File: src/rtl/hazard_stall_controller_if.sv
// Pipeline-side bundle for the hazard/stall controller: ID/EX hazard inputs,
// MUL/DIV handshake, register enable/flush controls and performance counters.
interface hazard_stall_controller_if #(
    parameter int CNT_W = 32
);
    logic [4:0]       ID_Rs1;
    logic [4:0]       ID_Rs2;
    logic             ID_UseRs1;
    logic             ID_UseRs2;
    logic [4:0]       EX_Rd;
    logic             EX_MemRead;
    logic             EX_BranchTaken;
    logic             EX_MulDiv;
    logic             MD_Done;
    logic             Cnt_Clear;
    logic             PC_Write;
    logic             IFID_Write;
    logic             IDEX_Write;
    logic             IFID_Flush;
    logic             IDEX_Flush;
    logic             EXMEM_Flush;
    logic             MD_Start;
    logic             MD_Timeout;
    logic [CNT_W-1:0] Stall_Count;
    logic [CNT_W-1:0] Flush_Count;

    // The controller sits on the slave side; the pipeline drives the hazard inputs.
    modport slave (
        input  ID_Rs1, ID_Rs2, ID_UseRs1, ID_UseRs2, EX_Rd, EX_MemRead,
               EX_BranchTaken, EX_MulDiv, MD_Done, Cnt_Clear,
        output PC_Write, IFID_Write, IDEX_Write, IFID_Flush, IDEX_Flush,
               EXMEM_Flush, MD_Start, MD_Timeout, Stall_Count, Flush_Count
    );

    modport master (
        output ID_Rs1, ID_Rs2, ID_UseRs1, ID_UseRs2, EX_Rd, EX_MemRead,
               EX_BranchTaken, EX_MulDiv, MD_Done, Cnt_Clear,
        input  PC_Write, IFID_Write, IDEX_Write, IFID_Flush, IDEX_Flush,
               EXMEM_Flush, MD_Start, MD_Timeout, Stall_Count, Flush_Count
    );
endinterface

File: src/rtl/hazard_stall_controller.sv
// Stall/flush sequencer for the 5-stage core: load-use bubbles, taken-branch
// flushes and MUL/DIV occupancy of EX with a timeout release.
module hazard_stall_controller #(
    parameter int MD_TIMEOUT = 64,
    parameter int CNT_W      = 32
) (
    input  logic                      clk,
    input  logic                      rst,
    hazard_stall_controller_if.slave  bus
);
    localparam int WCNT_W = (MD_TIMEOUT > 2) ? $clog2(MD_TIMEOUT) : 1;
    localparam logic [WCNT_W-1:0] WCNT_LAST = WCNT_W'(MD_TIMEOUT - 1);

    typedef enum logic {
        RUN,
        MD_WAIT
    } state_t;

    state_t           state_q, next_state;
    logic [WCNT_W-1:0] wcnt_q, wcnt_d;
    logic [CNT_W-1:0]  stall_q, flush_q;

    logic pc_write, ifid_write, idex_write;
    logic ifid_flush, idex_flush, exmem_flush;
    logic md_start, md_timeout, flush_evt, load_use;

    assign load_use = bus.EX_MemRead && (bus.EX_Rd != 5'd0) &&
                      ((bus.ID_UseRs1 && (bus.ID_Rs1 == bus.EX_Rd)) ||
                       (bus.ID_UseRs2 && (bus.ID_Rs2 == bus.EX_Rd)));

    // NOTE: every signal gets a default before the case so no path leaves one
    // unassigned; otherwise synthesis infers a latch.
    always_comb begin
        pc_write    = 1'b1;
        ifid_write  = 1'b1;
        idex_write  = 1'b1;
        ifid_flush  = 1'b0;
        idex_flush  = 1'b0;
        exmem_flush = 1'b0;
        md_start    = 1'b0;
        md_timeout  = 1'b0;
        flush_evt   = 1'b0;
        next_state  = state_q;
        wcnt_d      = wcnt_q;

        if (rst) begin
            // Freeze and bubble the front end; any in-flight MUL/DIV is abandoned.
            pc_write    = 1'b0;
            ifid_write  = 1'b0;
            idex_write  = 1'b0;
            ifid_flush  = 1'b1;
            idex_flush  = 1'b1;
            exmem_flush = 1'b1;
            next_state  = RUN;
            wcnt_d      = '0;
        end else begin
            unique case (state_q)
                RUN: begin
                    if (bus.EX_BranchTaken) begin
                        ifid_flush = 1'b1;
                        idex_flush = 1'b1;
                        flush_evt  = 1'b1;
                    end else if (bus.EX_MulDiv) begin
                        md_start    = 1'b1;
                        pc_write    = 1'b0;
                        ifid_write  = 1'b0;
                        idex_write  = 1'b0;
                        exmem_flush = 1'b1;
                        next_state  = MD_WAIT;
                        wcnt_d      = '0;
                    end else if (load_use) begin
                        pc_write   = 1'b0;
                        ifid_write = 1'b0;
                        idex_flush = 1'b1;
                    end
                end
                MD_WAIT: begin
                    if (bus.MD_Done) begin
                        next_state = RUN;
                    end else if (wcnt_q == WCNT_LAST) begin
                        // Forced release: pipeline advances but the op's result is dropped.
                        md_timeout  = 1'b1;
                        exmem_flush = 1'b1;
                        next_state  = RUN;
                    end else begin
                        pc_write    = 1'b0;
                        ifid_write  = 1'b0;
                        idex_write  = 1'b0;
                        exmem_flush = 1'b1;
                        wcnt_d      = wcnt_q + WCNT_W'(1);
                    end
                end
                default: next_state = RUN;
            endcase
        end
    end

    // NOTE: sequential state uses non-blocking assignments so every register
    // samples the pre-edge values regardless of statement order.
    always_ff @(posedge clk) begin
        if (rst) begin
            state_q <= RUN;
            wcnt_q  <= '0;
            stall_q <= '0;
            flush_q <= '0;
        end else begin
            state_q <= next_state;
            wcnt_q  <= wcnt_d;
            if (bus.Cnt_Clear) begin
                stall_q <= '0;
                flush_q <= '0;
            end else begin
                if (!pc_write && (stall_q != '1)) stall_q <= stall_q + CNT_W'(1);
                if (flush_evt && (flush_q != '1)) flush_q <= flush_q + CNT_W'(1);
            end
        end
    end

    assign bus.PC_Write    = pc_write;
    assign bus.IFID_Write  = ifid_write;
    assign bus.IDEX_Write  = idex_write;
    assign bus.IFID_Flush  = ifid_flush;
    assign bus.IDEX_Flush  = idex_flush;
    assign bus.EXMEM_Flush = exmem_flush;
    assign bus.MD_Start    = md_start;
    assign bus.MD_Timeout  = md_timeout;
    assign bus.Stall_Count = stall_q;
    assign bus.Flush_Count = flush_q;
endmodule
File: src/flat_wrapper.sv
// flat-port wrapper written by rule: the top's interface ports become plain ports
module hazard_stall_controller_flat 
#(
    parameter int MD_TIMEOUT = 64,
    parameter int CNT_W      = 32
)
  (clk, rst, bus_ID_Rs1, bus_ID_Rs2, bus_ID_UseRs1, bus_ID_UseRs2, bus_EX_Rd, bus_EX_MemRead, bus_EX_BranchTaken, bus_EX_MulDiv, bus_MD_Done, bus_Cnt_Clear, bus_PC_Write, bus_IFID_Write, bus_IDEX_Write, bus_IFID_Flush, bus_IDEX_Flush, bus_EXMEM_Flush, bus_MD_Start, bus_MD_Timeout, bus_Stall_Count, bus_Flush_Count);
  hazard_stall_controller_if #(.CNT_W(CNT_W)) bus_i ();
  input  logic clk;
  input  logic rst;
  input wire logic [$bits(bus_i.ID_Rs1)-1:0] bus_ID_Rs1;
  input wire logic [$bits(bus_i.ID_Rs2)-1:0] bus_ID_Rs2;
  input wire logic [$bits(bus_i.ID_UseRs1)-1:0] bus_ID_UseRs1;
  input wire logic [$bits(bus_i.ID_UseRs2)-1:0] bus_ID_UseRs2;
  input wire logic [$bits(bus_i.EX_Rd)-1:0] bus_EX_Rd;
  input wire logic [$bits(bus_i.EX_MemRead)-1:0] bus_EX_MemRead;
  input wire logic [$bits(bus_i.EX_BranchTaken)-1:0] bus_EX_BranchTaken;
  input wire logic [$bits(bus_i.EX_MulDiv)-1:0] bus_EX_MulDiv;
  input wire logic [$bits(bus_i.MD_Done)-1:0] bus_MD_Done;
  input wire logic [$bits(bus_i.Cnt_Clear)-1:0] bus_Cnt_Clear;
  output wire logic [$bits(bus_i.PC_Write)-1:0] bus_PC_Write;
  output wire logic [$bits(bus_i.IFID_Write)-1:0] bus_IFID_Write;
  output wire logic [$bits(bus_i.IDEX_Write)-1:0] bus_IDEX_Write;
  output wire logic [$bits(bus_i.IFID_Flush)-1:0] bus_IFID_Flush;
  output wire logic [$bits(bus_i.IDEX_Flush)-1:0] bus_IDEX_Flush;
  output wire logic [$bits(bus_i.EXMEM_Flush)-1:0] bus_EXMEM_Flush;
  output wire logic [$bits(bus_i.MD_Start)-1:0] bus_MD_Start;
  output wire logic [$bits(bus_i.MD_Timeout)-1:0] bus_MD_Timeout;
  output wire logic [$bits(bus_i.Stall_Count)-1:0] bus_Stall_Count;
  output wire logic [$bits(bus_i.Flush_Count)-1:0] bus_Flush_Count;
  assign bus_i.ID_Rs1 = bus_ID_Rs1;
  assign bus_i.ID_Rs2 = bus_ID_Rs2;
  assign bus_i.ID_UseRs1 = bus_ID_UseRs1;
  assign bus_i.ID_UseRs2 = bus_ID_UseRs2;
  assign bus_i.EX_Rd = bus_EX_Rd;
  assign bus_i.EX_MemRead = bus_EX_MemRead;
  assign bus_i.EX_BranchTaken = bus_EX_BranchTaken;
  assign bus_i.EX_MulDiv = bus_EX_MulDiv;
  assign bus_i.MD_Done = bus_MD_Done;
  assign bus_i.Cnt_Clear = bus_Cnt_Clear;
  assign bus_PC_Write = bus_i.PC_Write;
  assign bus_IFID_Write = bus_i.IFID_Write;
  assign bus_IDEX_Write = bus_i.IDEX_Write;
  assign bus_IFID_Flush = bus_i.IFID_Flush;
  assign bus_IDEX_Flush = bus_i.IDEX_Flush;
  assign bus_EXMEM_Flush = bus_i.EXMEM_Flush;
  assign bus_MD_Start = bus_i.MD_Start;
  assign bus_MD_Timeout = bus_i.MD_Timeout;
  assign bus_Stall_Count = bus_i.Stall_Count;
  assign bus_Flush_Count = bus_i.Flush_Count;
  hazard_stall_controller #(.MD_TIMEOUT(MD_TIMEOUT), .CNT_W(CNT_W)) u_core (.clk(clk), .rst(rst), .bus(bus_i));
endmodule
File: config.mk
export PLATFORM = sky130hd
export DESIGN_NAME = hazard_stall_controller_flat
export DESIGN_NICKNAME = d
export VERILOG_FILES = /design/src/rtl/hazard_stall_controller_if.sv /design/src/rtl/hazard_stall_controller.sv /design/src/flat_wrapper.sv
export SDC_FILE = /design/constraint.sdc
export NUM_CORES = 1
export LEC_CHECK = 0
export ABC_CLOCK_PERIOD_IN_PS = 2400
export BUFFER_PORTS_ARGS = -buffer_cell sky130_fd_sc_hd__clkbuf_2
export CAP_MARGIN = 20
export CORE_MARGIN = 3
export CORE_UTILIZATION = 30
export DETAILED_ROUTE_END_ITERATION = 10
export MAX_ROUTING_LAYER = met4
export PLACE_DENSITY = 0.5
export SETUP_SLACK_MARGIN = 0.05
export SYNTH_ARGS = -nofsm -noshare
export SYNTH_HDL_FRONTEND = slang
export SYNTH_SLANG_ARGS = --single-unit
File: constraint.sdc
create_clock -name clk -period 2.4 [get_ports clk]
set_clock_uncertainty 0.1 [all_clocks]
set_input_delay 0.48 -clock clk [delete_from_list [all_inputs] [get_ports clk]]
set_output_delay 0.48 -clock clk [all_outputs]
set_load 0.05 [all_outputs]
==> results of run 1 <==
cell usage in the layout (no fill, tap or decap), types with 4 or more instances in the layout:
cell type	synthesis	final
or3_1	26	26
dfxtp_2	0	42
or4_1	22	20
dfxtp_1	71	25
and4_1	10	10
buf_4	3	34
nand3_1	28	27
clkbuf_16	0	9
nor3_1	5	4
a21oi_1	35	34
o21ai_0	21	20
xor2_1	19	19
nor4_1	6	4
clkbuf_2	0	90
nand4_1	28	28
and3_1	11	11
and2_1	7	6
xnor2_1	21	20
and4_4	4	4
dfxtp_4	0	4
o31ai_1	10	10
nand2_1	39	39
nand2b_1	4	4
nor2_1	41	39
o211ai_1	4	4
worst min-delay path by stage:
| stage | depth (start not counted) | from | endpoint | slack (ns) |
|---|---|---|---|---|
| 6_report | 3 | bus_Cnt_Clear | u_core.bus.Stall_Count[14] | 0.37 |
| 5_1_grt | 2 | u_core.bus.Flush_Count[1] | u_core.bus.Flush_Count[1] | 0.41 |
| 4_1_cts | 3 | bus_Cnt_Clear | u_core.bus.Stall_Count[14] | 0.37 |
| 3_5_place_dp | 2 | u_core.wcnt_q[1] | u_core.wcnt_q[1] | 0.37 |
| 3_3_place_gp | 2 | u_core.bus.Flush_Count[1] | u_core.bus.Flush_Count[1] | 0.36 |
| 2_1_floorplan | 2 | u_core.wcnt_q[1] | u_core.wcnt_q[1] | 0.35 |
through the flow:
step           instances  hold WS (ns)  cell area (um^2)  worst slack, ns  total power [mW]
2_1_floorplan        465         0.352              3930           -0.153              1.35
3_3_place_gp         736         0.364              4760          -0.0319              1.44
3_5_place_dp         736         0.370              4760          -0.0528              1.44
4_1_cts              755         0.368              5120           0.0207              2.87
5_1_grt              755         0.410              5180         -0.00920              2.95
6_report             755         0.372              5180           0.0279              2.84
power by group through the flow:
stage	clock network [mW]	logic (mW)	registers [mW]
after floorplan	0	0.130	1.22
final	1.41	0.241	1.19
after global placement	0	0.227	1.21
after detailed placement	0	0.229	1.21
after CTS	1.44	0.236	1.19
after global routing	1.50	0.262	1.19
layout make-up:
cell class                 instances  area, um^2
clock buffer                      12         236
clock inverter                     4        70.1
fill                            1275        7030
inverter                           3        11.3
multi-input combinational        366        2360
sequential                        71        1490
tap                              168         210
timing repair buffer             131         808
worst min-delay path, cell delays in order:
cell      delay (ns)
clkbuf_2        0.11
or3_1           0.10
mux2i_1         0.06
registers in the layout, summed over array words and instances, names as in the netlist:
register                flops
u_core.bus.Flush_Count     32
u_core.bus.Stall_Count     32
u_core.state_q              1
u_core.wcnt_q               6
cells by family (layout without fill, tap and decap cells):
family | after synthesis | in the layout | share of synthesized area
simple gates | 240 | 240 | 0.355
buf+inv | 28 | 150 | 0.0372
flops | 71 | 71 | 0.374
mux | 3 | 3 | 0.00790
xor+xnor | 40 | 40 | 0.0922
fa+ha+maj | 3 | 3 | 0.00988
compound gates | 80 | 80 | 0.124
routing by layer:
metal	GRT usage	vias up	routed length, um
met1	0.221	1839	5380
met5	-	-	0
met4	0.0434	0	98
met3	0.0383	9	689
met2	0.238	99	4950
li1	-	1954	-
what timing repair did:
item,4_1_cts,5_1_grt
gates resized for setup,7,19
pin swaps,2,5
endpoints found under the setup margin,3,19
setup buffers,3,0
endpoints found under the hold margin,0,0
==> results.cfg, run 1 <==
[worst_hold_path]
hp-class = input port to flip-flop

[clock_network]
clk_pin_slew_ns = 0.05
numCtsBuffers = 9
cts.sinks = 71
tritoncts = done
hold_buffers = 0
htree_levels = 3
clk_path_buf_depth = 2
clk_latency_ns = 0.33
root_buffer = clkbuf_16

[floorplanning]
die_h_um = 119
initial_core_util = 0.311
fp.dieW_um = 119
io_pins = 96
core_area_um2 = 12200
die-area_um2 = 14100
rows = 40

[sta]
period_minus_slack_ns = 2.37
setup_viol = 0
max_slew_margin = 0.574
worst_slew_pin_slew_ns = 0.622
period_share = 0.988
rsz0062_at_grt = yes
final_hold_viol_count = 0
tns_ns = 0
slew_viol_final = 0
fmax_ghz = 0.422

[power]
p_seq_frac = 0.418
p_leak_nw = 1.91
p_sw_mw = 0.652
swShare = 0.230
combPwrFrac = 0.085
internal_power_mw = 2.19
peakVddDrop_uv = 383
p_per_area_nw_per_um2 = 548
clkPwrFrac = 0.497

[route]
vias_per_cell = 5.17
firstDrtPassIters = 4
wl_mm = 11.1
first_iter_violations = 203
drc = 0
wl_per_cell_um = 14.7
ant_nets = 0
vias = 3901

[setup_path]
critPathLaunchType = input port
rr_worst_depth = 7
worst-setup-path-type = input port to output port
crit_buf_inv = 3
rr_endpoint = u_core.bus.Stall_Count[15]
cp_slowest_cell = or4_4
worstPathCellList = buf_8 > or4_4 > o21ai_4 > nor3_4 > a21boi_4 > buf_12 > buf_12
r2r_slack_ns = 0.16
worstPathMaxFanout = 6
r2r_start = u_core.bus.Stall_Count[0]
critPathTopFamily = simple AND/OR/NAND/NOR gates
cpPeakStageDelay_ns = 0.54
worst_ep_required_time_ns = 1.82
cp.depth = 7
endpoint_kind = output port
crit_top_cell = buf_12
critPathLaunch = bus_EX_Rd[0]
cp.arrival_ns = 1.79
crit_end = bus_PC_Write

[place]
io_buffers = 95
dp_hpwl_mm = 8.11
place.gp.congestion = 0.838

[final_layout]
antenna_cells = 0
final_nets = 609
drive_above_1_share = 0.366
area_delta_synth_final_pct = 36.3
utilization = 0.424

[run]
maxCapViolCount = 0

[synth]
yosys_warnings = 0
synth_edf_count = 0
syn_area_um2 = 3800
avgSynthCellArea_um2 = 8.17
yosysMostFrequentCell = dfxtp_1
yosysTopAreaCell = dfxtp_1
synthArstFlopShare = 0
synth_area_leaders = dfxtp_1 37%, xnor2_1 4.8%, a21oi_1 4.6%
synth_flop_cell = dfxtp_1
ys_types = 41
synthCells = 465
synth_common_cells = 71 x dfxtp_1, 41 x nor2_1, 39 x nand2_1
ys_seq_elements = 71
syn-num-nets = 492
synth-seq-area-share = 0.374
yosys.area.top_type_share = 0.374

[status]
status = finished, final reports clean

[global_routing]
grt-ovfl-total = 0
grt_pass1_vias = 3675
antenna_found_initial = 0
grt_use_total = 0.161
grt_pass1_wl_mm = 18.3
grt_max_degree = 21
(Power assumes the default switching activity.)
==> run 2, diff against run 1 <==
--- a/config.mk
+++ b/config.mk
@@ -6,7 +6,7 @@
 export NUM_CORES = 1
 export LEC_CHECK = 0
 export ABC_CLOCK_PERIOD_IN_PS = 2400
-export BUFFER_PORTS_ARGS = -buffer_cell sky130_fd_sc_hd__clkbuf_2
+export BUFFER_PORTS_ARGS = -buffer_cell sky130_fd_sc_hd__buf_2
 export CAP_MARGIN = 20
 export CORE_MARGIN = 3
 export CORE_UTILIZATION = 30
==> results.cfg, run 2 (synthesized netlist as in run 1, its figures left out) <==
[status]
status = finished, final reports clean

[final_layout]
utilization = 0.425
final_nets = 612
final_cell_mix = 91 x buf_2, 43 x dfxtp_2, 39 x nand2_1, 39 x nor2_1, 36 x buf_4
final_common_cell = buf_2
nFillCells = 1286
antenna_cells = 0
area_delta_synth_final_pct = 36.5
drive_above_1_share = 0.376

[route]
drc = 0
ant_nets = 0
vias = 3893
first_iter_violations = 141
vias_per_cell = 5.14
wl_mm = 11.2
wl_per_cell_um = 14.8
firstDrtPassIters = 6

[floorplanning]
fp.dieW_um = 119
die-area_um2 = 14100
core_area_um2 = 12200
initial_core_util = 0.311
rows = 40
die_h_um = 119
io_pins = 96

[place]
io_buffers = 95
dp_hpwl_mm = 8.01
place.gp.congestion = 0.788
dp_worst_setup_slack_ns = -0.192

[sta]
period_share = 0.991
rsz0062_at_grt = yes
worst_slack_ns = 0.0218
worst_slew_pin_slew_ns = 0.544
setup_viol = 0
period_minus_slack_ns = 2.38
tns_ns = 0
slew_viol_final = 0
max_slew_margin = 0.628
final_hold_viol_count = 0
fmax_ghz = 0.420

[global_routing]
grt_use_total = 0.163
grt-ovfl-total = 0
grt_pass1_wl_mm = 18.3
grt_pass1_vias = 3599
antenna_found_initial = 0
grt_max_degree = 40

[worst_hold_path]
hp-class = input port to flip-flop

[setup_path]
critPathLaunch = bus_EX_Rd[2]
r2r_start = u_core.bus.Stall_Count[0]
endpoint_kind = output port
critPathLaunchType = input port
r2r_slack_ns = 0.17
crit_end = bus_PC_Write
worst_ep_required_time_ns = 1.82
cp.arrival_ns = 1.80
rr_worst_depth = 7
rr_endpoint = u_core.bus.Stall_Count[31]
worst-setup-path-type = input port to output port
worstPathMaxFanout = 4

[power]
p_sw_mw = 0.666
p_seq_frac = 0.428
combPwrFrac = 0.087
p_per_area_nw_per_um2 = 535
swShare = 0.240
internal_power_mw = 2.11
p_leak_nw = 1.97
clkPwrFrac = 0.485
peakVddDrop_uv = 301

[clock_network]
root_buffer = clkbuf_16
clk_path_buf_depth = 2
tritoncts = done
cts.sinks = 71
htree_levels = 3
clk_pin_slew_ns = 0.06
clk_latency_ns = 0.34
numCtsBuffers = 9

[run]
maxCapViolCount = 0
[run 2: changes by cell type in the layout (fill, tap and decap cells not counted), moves of 2 or more]
cell	previous run	this run
clkbuf_1	3	1
clkbuf_2	90	0
buf_2	1	91
buf_12	3	1
buf_6	2	4
buf_4	34	36
[run 2: worst min-delay path by stage]
stage | start | endpoint | slack (ns) | depth (start not counted)
floorplan | u_core.wcnt_q[1] | u_core.wcnt_q[1] | 0.35 | 2
global placement | u_core.wcnt_q[1] | u_core.wcnt_q[1] | 0.36 | 2
detailed placement | u_core.bus.Flush_Count[1] | u_core.bus.Flush_Count[1] | 0.38 | 2
CTS | bus_Cnt_Clear | u_core.bus.Stall_Count[14] | 0.33 | 3
global route | bus_Cnt_Clear | u_core.bus.Stall_Count[20] | 0.35 | 3
finish | bus_Cnt_Clear | u_core.bus.Stall_Count[14] | 0.34 | 3
[run 2: area by class of cell]
cell class / count / area [um^2] / share of cell area
Clock buffer: 11 / 243 / 0.0468
Clock inverter: 5 / 56.3 / 0.0109
Inverter: 3 / 11.3 / 0.00217
Multi-Input combinational cell: 367 / 2370 / 0.458
Sequential cell: 71 / 1490 / 0.287
Tap cell: 168 / 210 / 0.0405
Timing Repair Buffer: 133 / 806 / 0.155
[run 2: worst max-delay path, cell delays in order]
cell and delay [ns]:
buf_6 0.09, or4_4 0.53, o21ai_4 0.15, nor3_2 0.07
a21boi_4 0.27, buf_6 0.21
[run 2: repair_timing]
action / 4_1_cts / 5_1_grt
cloned: 0 / 1
gates resized for setup: 10 / 15
hold buffers: 0 / 0
pin swaps: 6 / 6
endpoints found under the setup margin: 2 / 29
buffers inserted: 4 / 3
[run 2: layer usage]
metal  vias to the layer above  global-route usage  part of all wire
met5                         -                   -                 0
met4                         0              0.0427            0.0095
met3                        12              0.0450             0.060
met2                        95               0.244              0.44
met1                      1809               0.217              0.49
li1                       1977                   -                 -
[run 2: metrics by stage]
step / area [um^2] / cells / power [mW] / hold slack, ns
final: 5190 / 758 / 2.78 / 0.339
after global routing: 5190 / 758 / 2.89 / 0.351
after floorplan: 3930 / 465 / 1.35 / 0.352
after global placement: 4710 / 734 / 1.43 / 0.362
after CTS: 5080 / 754 / 2.80 / 0.333
after detailed placement: 4710 / 734 / 1.43 / 0.380
[run 2: power groups by stage]
stage	clock network (mW)	registers [mW]	logic, mW
after floorplan	0	1.22	0.130
after global placement	0	1.21	0.216
after detailed placement	0	1.21	0.219
after CTS	1.38	1.19	0.233
after global routing	1.44	1.19	0.261
final	1.35	1.19	0.241
